## src/rtl/instruction_memory_loader_if.sv

```systemverilog
// ============================================================================
// Module   : instruction_memory_loader_if
// Summary  : Stream, memory-write and status bundle for instruction_memory_loader.
// Revision : 1.0
// ============================================================================
`default_nettype none

interface instruction_memory_loader_if #(
   parameter int unsigned DATA_WIDTH = 16,
   parameter int unsigned ADDR_WIDTH = 32
);
   logic                  i_start;
   logic [DATA_WIDTH-1:0] i_in_data;
   logic                  i_in_valid;
   logic                  o_in_ready;
   logic                  o_mem_write_enable;
   logic [ADDR_WIDTH-1:0] o_mem_address;
   logic [DATA_WIDTH-1:0] o_mem_write_data;
   logic                  o_busy;
   logic                  o_cpu_hold;
   logic                  o_done;
   logic                  o_error;

   // Loader side
   modport slave (
      input  i_start, i_in_data, i_in_valid,
      output o_in_ready, o_mem_write_enable, o_mem_address, o_mem_write_data,
      output o_busy, o_cpu_hold, o_done, o_error
   );

   // Host side
   modport master (
      output i_start, i_in_data, i_in_valid,
      input  o_in_ready, o_mem_write_enable, o_mem_address, o_mem_write_data,
      input  o_busy, o_cpu_hold, o_done, o_error
   );
endinterface

`default_nettype wire

```

## src/rtl/instruction_memory_loader.sv

```systemverilog
// ============================================================================
// Module   : instruction_memory_loader
// Summary  : Writes a framed word stream (addr hi, addr lo, count, payload)
//            into instruction memory while holding the CPU. Optional trailing
//            XOR checksum word when LOADER_CHECKSUM_EN is defined.
// Revision : 1.0
// ============================================================================
`default_nettype none

module instruction_memory_loader #(
   parameter int unsigned DATA_WIDTH     = 16,
   parameter int unsigned ADDR_WIDTH     = 32,
   parameter int unsigned MEM_DEPTH_LOG2 = 21
) (
   input  wire logic                   i_clk,
   input  wire logic                   i_reset,
   instruction_memory_loader_if.slave  bus
);

   typedef enum logic [2:0] {
      S_IDLE    = 3'd0,
      S_ADDR_HI = 3'd1,
      S_ADDR_LO = 3'd2,
      S_COUNT   = 3'd3,
      S_DATA    = 3'd4,
`ifdef LOADER_CHECKSUM_EN
      S_CHECK   = 3'd5,
`endif
      S_DONE    = 3'd6
   } state_t;

   // State entered once the payload is exhausted
`ifdef LOADER_CHECKSUM_EN
   localparam state_t S_TAIL = S_CHECK;
`else
   localparam state_t S_TAIL = S_DONE;
`endif

   state_t                state_q, state_d;
   logic [ADDR_WIDTH-1:0] addr_q, addr_d;
   logic [DATA_WIDTH-1:0] count_q, count_d;
   logic                  error_q, error_d;
   logic                  ready_q, ready_d;
   logic                  busy_q, busy_d;
   logic                  done_q, done_d;
   logic                  we_q, we_d;
   logic [ADDR_WIDTH-1:0] maddr_q, maddr_d;
   logic [DATA_WIDTH-1:0] mdata_q, mdata_d;
`ifdef LOADER_CHECKSUM_EN
   logic [DATA_WIDTH-1:0] csum_q, csum_d;
`endif

   logic w_xfer;
   logic w_in_range;

   assign w_xfer = bus.i_in_valid && ready_q;

   generate
      if (MEM_DEPTH_LOG2 >= ADDR_WIDTH) begin : g_range_full
         assign w_in_range = 1'b1;
      end else begin : g_range_cmp
         assign w_in_range = (addr_q[ADDR_WIDTH-1:MEM_DEPTH_LOG2] == '0);
      end
   endgenerate

   always_comb begin
      state_d = state_q;
      addr_d  = addr_q;
      count_d = count_q;
      error_d = error_q;
      we_d    = 1'b0;
      maddr_d = maddr_q;
      mdata_d = mdata_q;
`ifdef LOADER_CHECKSUM_EN
      csum_d  = csum_q;
`endif

      case (state_q)
         S_IDLE: begin
            if (bus.i_start) begin
               state_d = S_ADDR_HI;
               error_d = 1'b0;
`ifdef LOADER_CHECKSUM_EN
               csum_d  = '0;
`endif
            end
         end
         S_ADDR_HI: begin
            if (w_xfer) begin
               addr_d  = ADDR_WIDTH'({bus.i_in_data, {DATA_WIDTH{1'b0}}});
               state_d = S_ADDR_LO;
            end
         end
         S_ADDR_LO: begin
            if (w_xfer) begin
               addr_d  = addr_q | ADDR_WIDTH'(bus.i_in_data);
               state_d = S_COUNT;
            end
         end
         S_COUNT: begin
            if (w_xfer) begin
               count_d = bus.i_in_data;
               state_d = (bus.i_in_data == '0) ? S_TAIL : S_DATA;
            end
         end
         S_DATA: begin
            if (w_xfer) begin
               // Out-of-range words are still consumed to keep the stream framed
               if (w_in_range) begin
                  we_d    = 1'b1;
                  maddr_d = addr_q;
                  mdata_d = bus.i_in_data;
               end else begin
                  error_d = 1'b1;
               end
               addr_d  = addr_q + ADDR_WIDTH'(1);
               count_d = count_q - DATA_WIDTH'(1);
`ifdef LOADER_CHECKSUM_EN
               csum_d  = csum_q ^ bus.i_in_data;
`endif
               if (count_q == DATA_WIDTH'(1)) begin
                  state_d = S_TAIL;
               end
            end
         end
`ifdef LOADER_CHECKSUM_EN
         S_CHECK: begin
            if (w_xfer) begin
               if (csum_q != bus.i_in_data) begin
                  error_d = 1'b1;
               end
               state_d = S_DONE;
            end
         end
`endif
         S_DONE: begin
            state_d = S_IDLE;
         end
         default: begin
            state_d = S_IDLE;
         end
      endcase

      ready_d = (state_d != S_IDLE) && (state_d != S_DONE);
      busy_d  = (state_d != S_IDLE);
      done_d  = (state_d == S_DONE);
   end

   always_ff @(posedge i_clk) begin
      if (i_reset) begin
         state_q <= S_IDLE;
         addr_q  <= '0;
         count_q <= '0;
         error_q <= 1'b0;
         ready_q <= 1'b0;
         busy_q  <= 1'b0;
         done_q  <= 1'b0;
         we_q    <= 1'b0;
         maddr_q <= '0;
         mdata_q <= '0;
`ifdef LOADER_CHECKSUM_EN
         csum_q  <= '0;
`endif
      end else begin
         state_q <= state_d;
         addr_q  <= addr_d;
         count_q <= count_d;
         error_q <= error_d;
         ready_q <= ready_d;
         busy_q  <= busy_d;
         done_q  <= done_d;
         we_q    <= we_d;
         maddr_q <= maddr_d;
         mdata_q <= mdata_d;
`ifdef LOADER_CHECKSUM_EN
         csum_q  <= csum_d;
`endif
      end
   end

   assign bus.o_in_ready         = ready_q;
   assign bus.o_mem_write_enable = we_q;
   assign bus.o_mem_address      = maddr_q;
   assign bus.o_mem_write_data   = mdata_q;
   assign bus.o_busy             = busy_q;
   assign bus.o_cpu_hold         = busy_q;
   assign bus.o_done             = done_q;
   assign bus.o_error            = error_q;

endmodule

`default_nettype wire
```

## src/flat_wrapper.sv

```systemverilog
// flat-port wrapper written by rule: the top's interface ports become plain ports
module instruction_memory_loader_flat 
#(
   parameter int unsigned DATA_WIDTH     = 16,
   parameter int unsigned ADDR_WIDTH     = 32,
   parameter int unsigned MEM_DEPTH_LOG2 = 21
)
  (i_clk, i_reset, bus_i_start, bus_i_in_data, bus_i_in_valid, bus_o_in_ready, bus_o_mem_write_enable, bus_o_mem_address, bus_o_mem_write_data, bus_o_busy, bus_o_cpu_hold, bus_o_done, bus_o_error);
  instruction_memory_loader_if #(.DATA_WIDTH(DATA_WIDTH), .ADDR_WIDTH(ADDR_WIDTH)) bus_i ();
  input  wire logic i_clk;
  input  wire logic i_reset;
  input wire logic [$bits(bus_i.i_start)-1:0] bus_i_start;
  input wire logic [$bits(bus_i.i_in_data)-1:0] bus_i_in_data;
  input wire logic [$bits(bus_i.i_in_valid)-1:0] bus_i_in_valid;
  output wire logic [$bits(bus_i.o_in_ready)-1:0] bus_o_in_ready;
  output wire logic [$bits(bus_i.o_mem_write_enable)-1:0] bus_o_mem_write_enable;
  output wire logic [$bits(bus_i.o_mem_address)-1:0] bus_o_mem_address;
  output wire logic [$bits(bus_i.o_mem_write_data)-1:0] bus_o_mem_write_data;
  output wire logic [$bits(bus_i.o_busy)-1:0] bus_o_busy;
  output wire logic [$bits(bus_i.o_cpu_hold)-1:0] bus_o_cpu_hold;
  output wire logic [$bits(bus_i.o_done)-1:0] bus_o_done;
  output wire logic [$bits(bus_i.o_error)-1:0] bus_o_error;
  assign bus_i.i_start = bus_i_start;
  assign bus_i.i_in_data = bus_i_in_data;
  assign bus_i.i_in_valid = bus_i_in_valid;
  assign bus_o_in_ready = bus_i.o_in_ready;
  assign bus_o_mem_write_enable = bus_i.o_mem_write_enable;
  assign bus_o_mem_address = bus_i.o_mem_address;
  assign bus_o_mem_write_data = bus_i.o_mem_write_data;
  assign bus_o_busy = bus_i.o_busy;
  assign bus_o_cpu_hold = bus_i.o_cpu_hold;
  assign bus_o_done = bus_i.o_done;
  assign bus_o_error = bus_i.o_error;
  instruction_memory_loader #(.DATA_WIDTH(DATA_WIDTH), .ADDR_WIDTH(ADDR_WIDTH), .MEM_DEPTH_LOG2(MEM_DEPTH_LOG2)) u_core (.i_clk(i_clk), .i_reset(i_reset), .bus(bus_i));
endmodule
```

## config.mk

```make
export PLATFORM = sky130hd
export DESIGN_NAME = instruction_memory_loader_flat
export DESIGN_NICKNAME = d
export VERILOG_FILES = /design/src/rtl/instruction_memory_loader_if.sv /design/src/rtl/instruction_memory_loader.sv /design/src/flat_wrapper.sv
export SDC_FILE = /design/constraint.sdc
export NUM_CORES = 1
export LEC_CHECK = 0
export ABC_CLOCK_PERIOD_IN_PS = 2200
export CORE_ASPECT_RATIO = 1.75
export CORE_UTILIZATION = 55
export CTS_CLUSTER_DIAMETER = 100
export CTS_CLUSTER_SIZE = 16
export DETAILED_ROUTE_END_ITERATION = 8
export MAX_ROUTING_LAYER = met4
export PLACE_DENSITY = 0.8
export SYNTH_ARGS = -nofsm -noshare
export SYNTH_HDL_FRONTEND = slang
export SYNTH_SLANG_ARGS = --single-unit
export TNS_END_PERCENT = 10
```

## constraint.sdc

```tcl
create_clock -name i_clk -period 2.2 [get_ports i_clk]
set_input_delay 0.44 -clock i_clk [delete_from_list [all_inputs] [get_ports i_clk]]
set_output_delay 0.44 -clock i_clk [all_outputs]
set_load 0.1 [all_outputs]
```

==> results of run 1 <==
-- critical path, stage by stage (launching register included) --
cell	delay [ns]
dfxtp_1	0.53
or3b_1	0.47
nor2_4	0.32
nand2b_1	0.13
buf_4	0.24
nand2_1	0.11
a21oi_1	0.08
-- path summary, 6_finish.rpt --
check / start / endpoint / slack, ns / cells past startpoint
hold reg to reg: u_core.bus.o_mem_address[12]$_SDFFE_PP0P_ / u_core.bus.o_mem_address[12]$_SDFFE_PP0P_ / 0.46 / 2
hold / removal: u_core.bus.o_mem_address[12]$_SDFFE_PP0P_ / u_core.bus.o_mem_address[12]$_SDFFE_PP0P_ / 0.46 / 2
setup / recovery: u_core.state_q[2]$_SDFF_PP0_ / u_core.bus.o_mem_write_data[3]$_SDFFE_PP0P_ / 0.17 / 6
setup reg to reg: u_core.state_q[2]$_SDFF_PP0_ / u_core.bus.o_mem_write_data[3]$_SDFFE_PP0P_ / 0.17 / 6
-- kinds of logic (layout without fill, tap and decap cells) --
family          after synthesis  after routing  synth area share
fa+ha+maj                     3              3           0.00718
buf+inv                      61            159            0.0538
compound gates              183            183             0.220
simple gates                294            294             0.289
xor+xnor                     10             10            0.0167
flops                       104            104             0.398
mux                           8              8            0.0153
-- routing by layer --
metal / GRT usage / vias up / wire (µm)
met5: - / - / 0
met4: 0.212 / 0 / 911
met2: 0.597 / 248 / 8600
li1: - / 2585 / -
met3: 0.0752 / 74 / 943
met1: 0.385 / 2560 / 6280
-- power by group through the flow --
stage               logic [W]  clock network [W]  registers, W
global route         0.000385            0.00165       0.00193
global placement     0.000352                  0       0.00197
CTS                  0.000359            0.00158       0.00193
finish               0.000363            0.00156       0.00193
detailed placement   0.000358                  0       0.00197
floorplan            0.000169                  0       0.00199
-- per-stage QoR --
| step | cell area [µm²] | total power [W] | setup slack, ns | std cells |
|---|---|---|---|---|
| 6_report | 6530 | 0.00385 | 0.169 | 881 |
| 5_1_grt | 6530 | 0.00397 | 0.0388 | 881 |
| 4_1_cts | 6530 | 0.00386 | 0.180 | 881 |
| 3_5_place_dp | 6240 | 0.00233 | 0.0121 | 865 |
| 3_3_place_gp | 6240 | 0.00232 | 0.0386 | 865 |
| 2_1_floorplan | 5230 | 0.00216 | 0.169 | 663 |
-- placed cells by master (no fill, tap or decap), types with 3 or more instances in the layout --
master / Yosys / layout
a22o_1: 3 / 3
and4_1: 6 / 6
a31oi_1: 10 / 10
inv_6: 0 / 3
o21a_1: 6 / 6
nand4_1: 13 / 13
or3_1: 3 / 3
o21ai_1: 6 / 6
o211a_1: 3 / 3
mux2i_1: 8 / 8
a22oi_1: 16 / 16
and2_1: 7 / 7
nand2b_1: 4 / 4
nor3_1: 18 / 18
ha_1: 3 / 3
a21oi_1: 78 / 78
buf_4: 3 / 112
dfxtp_1: 104 / 103
inv_1: 8 / 8
clkdlybuf4s50_1: 0 / 18
buf_12: 0 / 4
xnor2_1: 4 / 4
nand2_1: 118 / 118
a311oi_1: 4 / 4
clkbuf_16: 0 / 9
nand3_1: 25 / 25
xor2_1: 6 / 6
o21ai_0: 21 / 21
nor4_1: 10 / 10
nor2_1: 46 / 46
and3_1: 15 / 15
a211oi_1: 5 / 5
o221a_2: 3 / 3
o22ai_1: 8 / 8
-- cell type report --
type / count / area share
multi-input cells: 498 / 0.439
clock buffers: 9 / 0.0345
inverters: 8 / 0.00460
repair buffers: 135 / 0.169
clock inverters: 7 / 0.00978
well taps: 120 / 0.0230
flip-flops and latches: 104 / 0.319
-- state kept, by name (all words and copies together), names as in the netlist --
name,cells
u_core.bus.o_mem_address,32
u_core.state_q,3
u_core.bus.o_mem_write_data,16
u_core.addr_q,32
u_core.bus.o_busy,1
u_core.bus.o_in_ready,1
u_core.bus.o_done,1
u_core.bus.o_mem_write_enable,1
u_core.bus.o_error,1
u_core.count_q,16
==> results.md, run 1 <==
* Sw Pwr at 0.00102 W
* Setup TNS at 0 ns
* Final Skew at 0.00664 ns
* Hold Crit Class: reg2reg
* Slew margin rel. at 0.621
* Fin util at 0.713
* Yosys warnings at 0
* Final setup fails at 0
* Outcome: completed
* Initial DRC Count at 507
* Layout area overhead at 24.8%
* Fmax at 492 MHz
* Sequential power share at 0.501
* Starting Density at 0.572
* Register Area at 0.00208 mm²
* Clk_lat worst skew at 0.35 ns
* CTS Sinks at 104
* Internal power at 0.00283 W
* Avg Cell Area, Syn at 7.89 µm²
* Vias at 5467
* Row count at 46
* Gr ovfl total at 0
* Synth top area cells: dfxtp_1 40%, nand2_1 8.5%, a21oi_1 7.5%
* Wirelength, routed at 16700 µm
* Most frequent cell after synthesis: nand2_1
* RSZ-0062 raised after global routing: false
* Measured slew at the worst slew-check pin at 0.564 ns
* Antenna violations before repair at 0
* Number of synthesized flops with an enable pin at 0
* Root Buffer: clkbuf_16
* Gpl congestion at 0.972
* Slew Viols, Final at 0
* Leading area contributor after synthesis: dfxtp_1
* Die X-Extent at 75.7 µm
* Leak pwr at 2.55 nW
* Worst-path clk slew at 0.07 ns
* Die Height at 131 µm
* ANT cells at 0
* # nets final at 779
* Num CTS Buffers at 9
* Main synth FF type: dfxtp_1
* First-pass GRT wire length at 25600 µm
* Final Hold Viols at 0
* Post-CTS Setup Bufs at 0
* Gr usage total at 0.359
* Via density at 6.21
* Seq/Total Area, Yosys at 0.398
* Core ar. at 0.00915 mm²
* Post-CTS resize count at 0
* H-tree depth at 3
* Worst Path Required at 2.43 ns
* Clock network fraction of total power at 0.404
* Combinational Power Share at 0.094
* Synth Register Bits at 104
* Yosys top cell area share at 0.398
* Deepest clock path buffer count at 2
* Synth top cells by count: 118 x nand2_1, 104 x dfxtp_1, 78 x a21oi_1, 46 x nor2_1, 27 x clkbuf_1
* Hold_buf cts at 0
* Max Cap Viol at 0
* I/O Pins at 74
* Cell area after synthesis at 0.00523 mm²
* Pin count of the biggest net entering global routing at 46
* Worst Setup Start Kind: register
* Kind of critical path: reg2reg
* Gate count of the mapped netlist at 663
* Post-DR wirelength/cell at 19.0 µm
* Asr flop ratio synth at 0
* Pwr Density at 590 mW/mm²
* Port Buffers at 73
* Multi-input logic area at 0.00287 mm²
* Unique masters post-synth at 68
* ANT nets after route at 0
* Final HPWL DP at 12500 µm
* DRC violations left at 0
* WP data arrival at 2.26 ns
* IR Drop Worst-Case VDD at 0.444 mV
* Filler cell count at 765
* Drt first pass iters at 7
* Vias in the first global route at 5095
* Switch share at 0.265
* Hold_ws at 0.458 ns
* Fin crit share at 0.923
* Crit. End Element: register
* CTS tree: done
* Synth Net Count at 686
* Highest net fanout along the worst path at 29
* Share of layout cells above drive strength 1 at 0.200
* Post-route minimum period at 2.03 ns
* Die area at 0.00992 mm²
No activity file was read; power rests on OpenSTA's default activity.
==> run 2: changes to the inputs <==
REMOVE_ABC_BUFFERS = 1   (was default)
==> run 2 against run 1 <==
Sequential share of layout area is 0.23 points lower. Power increased by 0.54%. Combinational power rose by 1%. Hold slack worse by 0.0022 ns. Clock skew grew 0.0041 ns. Count of clock-buffer cells in the layout did not move. Sequential cell count is the same. Clock power is essentially flat. Final cell count grew 0.34%. Sequential power hardly changed. Non-clock buffer count grew 3. Via count grew 2.0%. Largest cell class unchanged. Largest power group unchanged. Highest routed layer unchanged.
==> results.md, run 2 (synthesis gave the netlist of run 1 again) <==
* Kind of critical path: reg2reg (unchanged)
* Combinational Power Share at 0.095 (was 0.094)
* # nets final at 782 (was 779)
* Die X-Extent at 75.7 µm (unchanged)
* Final setup fails at 0 (unchanged)
* Final Hold Viols at 0 (unchanged)
* Root Buffer: clkbuf_16 (unchanged)
* Leak pwr at 2.58 nW (was 2.55 nW)
* Hold_buf cts at 0 (unchanged)
* Layout area overhead at 25.6% (was 24.8%)
* Max Cap Viol at 0 (unchanged)
* Die area at 0.00992 mm² (unchanged)
* Post-route minimum period at 2.01 ns (was 2.03 ns)
* CTS Sinks at 104 (unchanged)
* Via density at 6.31 (was 6.21)
* Vias in the first global route at 5232 (was 5095)
* Hold Crit Class: reg2reg (unchanged)
* Antenna violations before repair at 0 (unchanged)
* Design Area, Final at 0.00657 mm² (was 0.00653 mm²)
* Row count at 46 (unchanged)
* Drt first pass iters at 5 (was 7)
* Fin crit share at 0.913 (was 0.923)
* Pwr Density at 589 mW/mm² (was 590 mW/mm²)
* Gr usage total at 0.376 (was 0.359)
* Final non-filler cell total at 884 (was 881)
* Sw Pwr at 0.00104 W (was 0.00102 W)
* Final Skew at 0.0107 ns (was 0.00664 ns)
* Wirelength, routed at 17600 µm (was 16700 µm)
* Slew Viols, Final at 0 (unchanged)
* Vias at 5577 (was 5467)
* Commonest non-fill, non-tap cell in the layout: nand2_1 (unchanged)
* Final WS setup at 0.192 ns (was 0.169 ns)
* Setup TNS at 0 ns (unchanged)
* Num CTS Buffers at 9 (unchanged)
* Commonest non-fill, non-tap cells in the layout: 118 x nand2_1, 114 x buf_4, 104 x dfxtp_1, 78 x a21oi_1, 46 x nor2_1 (was 118 x nand2_1, 112 x buf_4, 103 x dfxtp_1, 78 x a21oi_1, 46 x nor2_1)
* Post-CTS Setup Bufs at 0 (unchanged)
* Post-CTS resize count at 0 (unchanged)
* Measured slew at the worst slew-check pin at 0.506 ns (was 0.564 ns)
* Final HPWL DP at 12600 µm (was 12500 µm)
* First-pass GRT wire length at 26500 µm (was 25600 µm)
* Switch share at 0.269 (was 0.265)
* Fin util at 0.718 (was 0.713)
* I/O Pins at 74 (unchanged)
* RSZ-0062 raised after global routing: false (unchanged)
* Fmax at 498 MHz (was 492 MHz)
* Core ar. at 0.00915 mm² (unchanged)
* CTS tree: done (unchanged)
* Worst-path clk slew at 0.08 ns (was 0.07 ns)
* Sequential power share at 0.498 (was 0.501)
* Post-DR wirelength/cell at 19.9 µm (was 19.0 µm)
* Deepest clock path buffer count at 2 (unchanged)
* Gpl congestion at 1.04 (was 0.972)
* IR Drop Worst-Case VDD at 0.430 mV (was 0.444 mV)
* Placed cells at 868 (was 865)
* ANT cells at 0 (unchanged)
* Internal power at 0.00283 W (about the same)
* Slew margin rel. at 0.660 (was 0.621)
* Port Buffers at 73 (unchanged)
* Filler cell count at 768 (was 765)
* Placed Area at 0.00627 mm² (was 0.00624 mm²)
* Crit. End Element: register (unchanged)
* Starting Density at 0.572 (unchanged)
* WP data arrival at 2.29 ns (was 2.26 ns)
* Pin count of the biggest net entering global routing at 64 (was 46)
* Worst Path Required at 2.48 ns (was 2.43 ns)
* Outcome: completed (unchanged)
* DP Worst Slack at -0.0644 ns (was 0.0121 ns)
* DRC violations left at 0 (unchanged)
* Die Height at 131 µm (unchanged)
* Share of layout cells above drive strength 1 at 0.204 (was 0.200)
* Initial DRC Count at 497 (was 507)
* Worst Setup Start Kind: register (unchanged)
* ANT nets after route at 0 (unchanged)
* Clk_lat worst skew at 0.36 ns (was 0.35 ns)
* H-tree depth at 3 (unchanged)
* Clock network fraction of total power at 0.407 (was 0.404)
* Gr ovfl total at 0 (unchanged)
* Highest net fanout along the worst path at 11 (was 29)
[run 2: worst paths after layout]
check / startpoint / end / slack (ns) / cells past startpoint
min reg2reg: u_core.bus.o_mem_address[13]$_SDFFE_PP0P_ / u_core.bus.o_mem_address[13]$_SDFFE_PP0P_ / 0.46 / 2
max: u_core.state_q[0]$_SDFF_PP0_ / u_core.addr_q[26]$_SDFFE_PP0P_ / 0.19 / 6
min: u_core.bus.o_mem_address[13]$_SDFFE_PP0P_ / u_core.bus.o_mem_address[13]$_SDFFE_PP0P_ / 0.46 / 2
max reg2reg: u_core.state_q[0]$_SDFF_PP0_ / u_core.addr_q[26]$_SDFFE_PP0P_ / 0.19 / 6
[run 2: area by class of cell]
type	count	area (µm²)	area share
Sequential cell	104	2080	0.317
Tap cell	120	150	0.0229
Clock inverter	7	63.8	0.00971
Inverter	8	30.0	0.00457
Clock buffer	9	225	0.0343
Timing Repair Buffer	138	1140	0.174
Multi-Input combinational cell	498	2880	0.438
[run 2: power groups by stage]
stage | clock, W | combinational [W] | sequential [W]
floorplan | 0 | 0.000111 | 0.00202
global placement | 0 | 0.000356 | 0.00197
detailed placement | 0 | 0.000359 | 0.00197
CTS | 0.00158 | 0.000360 | 0.00193
global route | 0.00166 | 0.000385 | 0.00193
finish | 0.00157 | 0.000367 | 0.00193
[run 2: metal layers]
metal | up-vias | part of all wire | GRT usage
met3 | 93 | 0.059 | 0.0521
met5 | - | 0 | -
li1 | 2586 | - | -
met1 | 2635 | 0.36 | 0.397
met4 | 0 | 0.075 | 0.277
met2 | 263 | 0.51 | 0.623
[run 2: stage by stage]
stage,hold WS [ns],power [W]
2_1_floorplan,0.448,0.00213
4_1_cts,0.457,0.00387
6_report,0.456,0.00387
3_5_place_dp,0.447,0.00233
3_3_place_gp,0.443,0.00233
5_1_grt,0.472,0.00398
[run 2: worst max-delay path: stages (launching register included)]
cell and delay, ns:
dfxtp_1 0.57, buf_4 0.22, xnor2_1 0.10, or2_1 0.32, buf_4 0.20, or3_1 0.34, o221ai_1 0.17
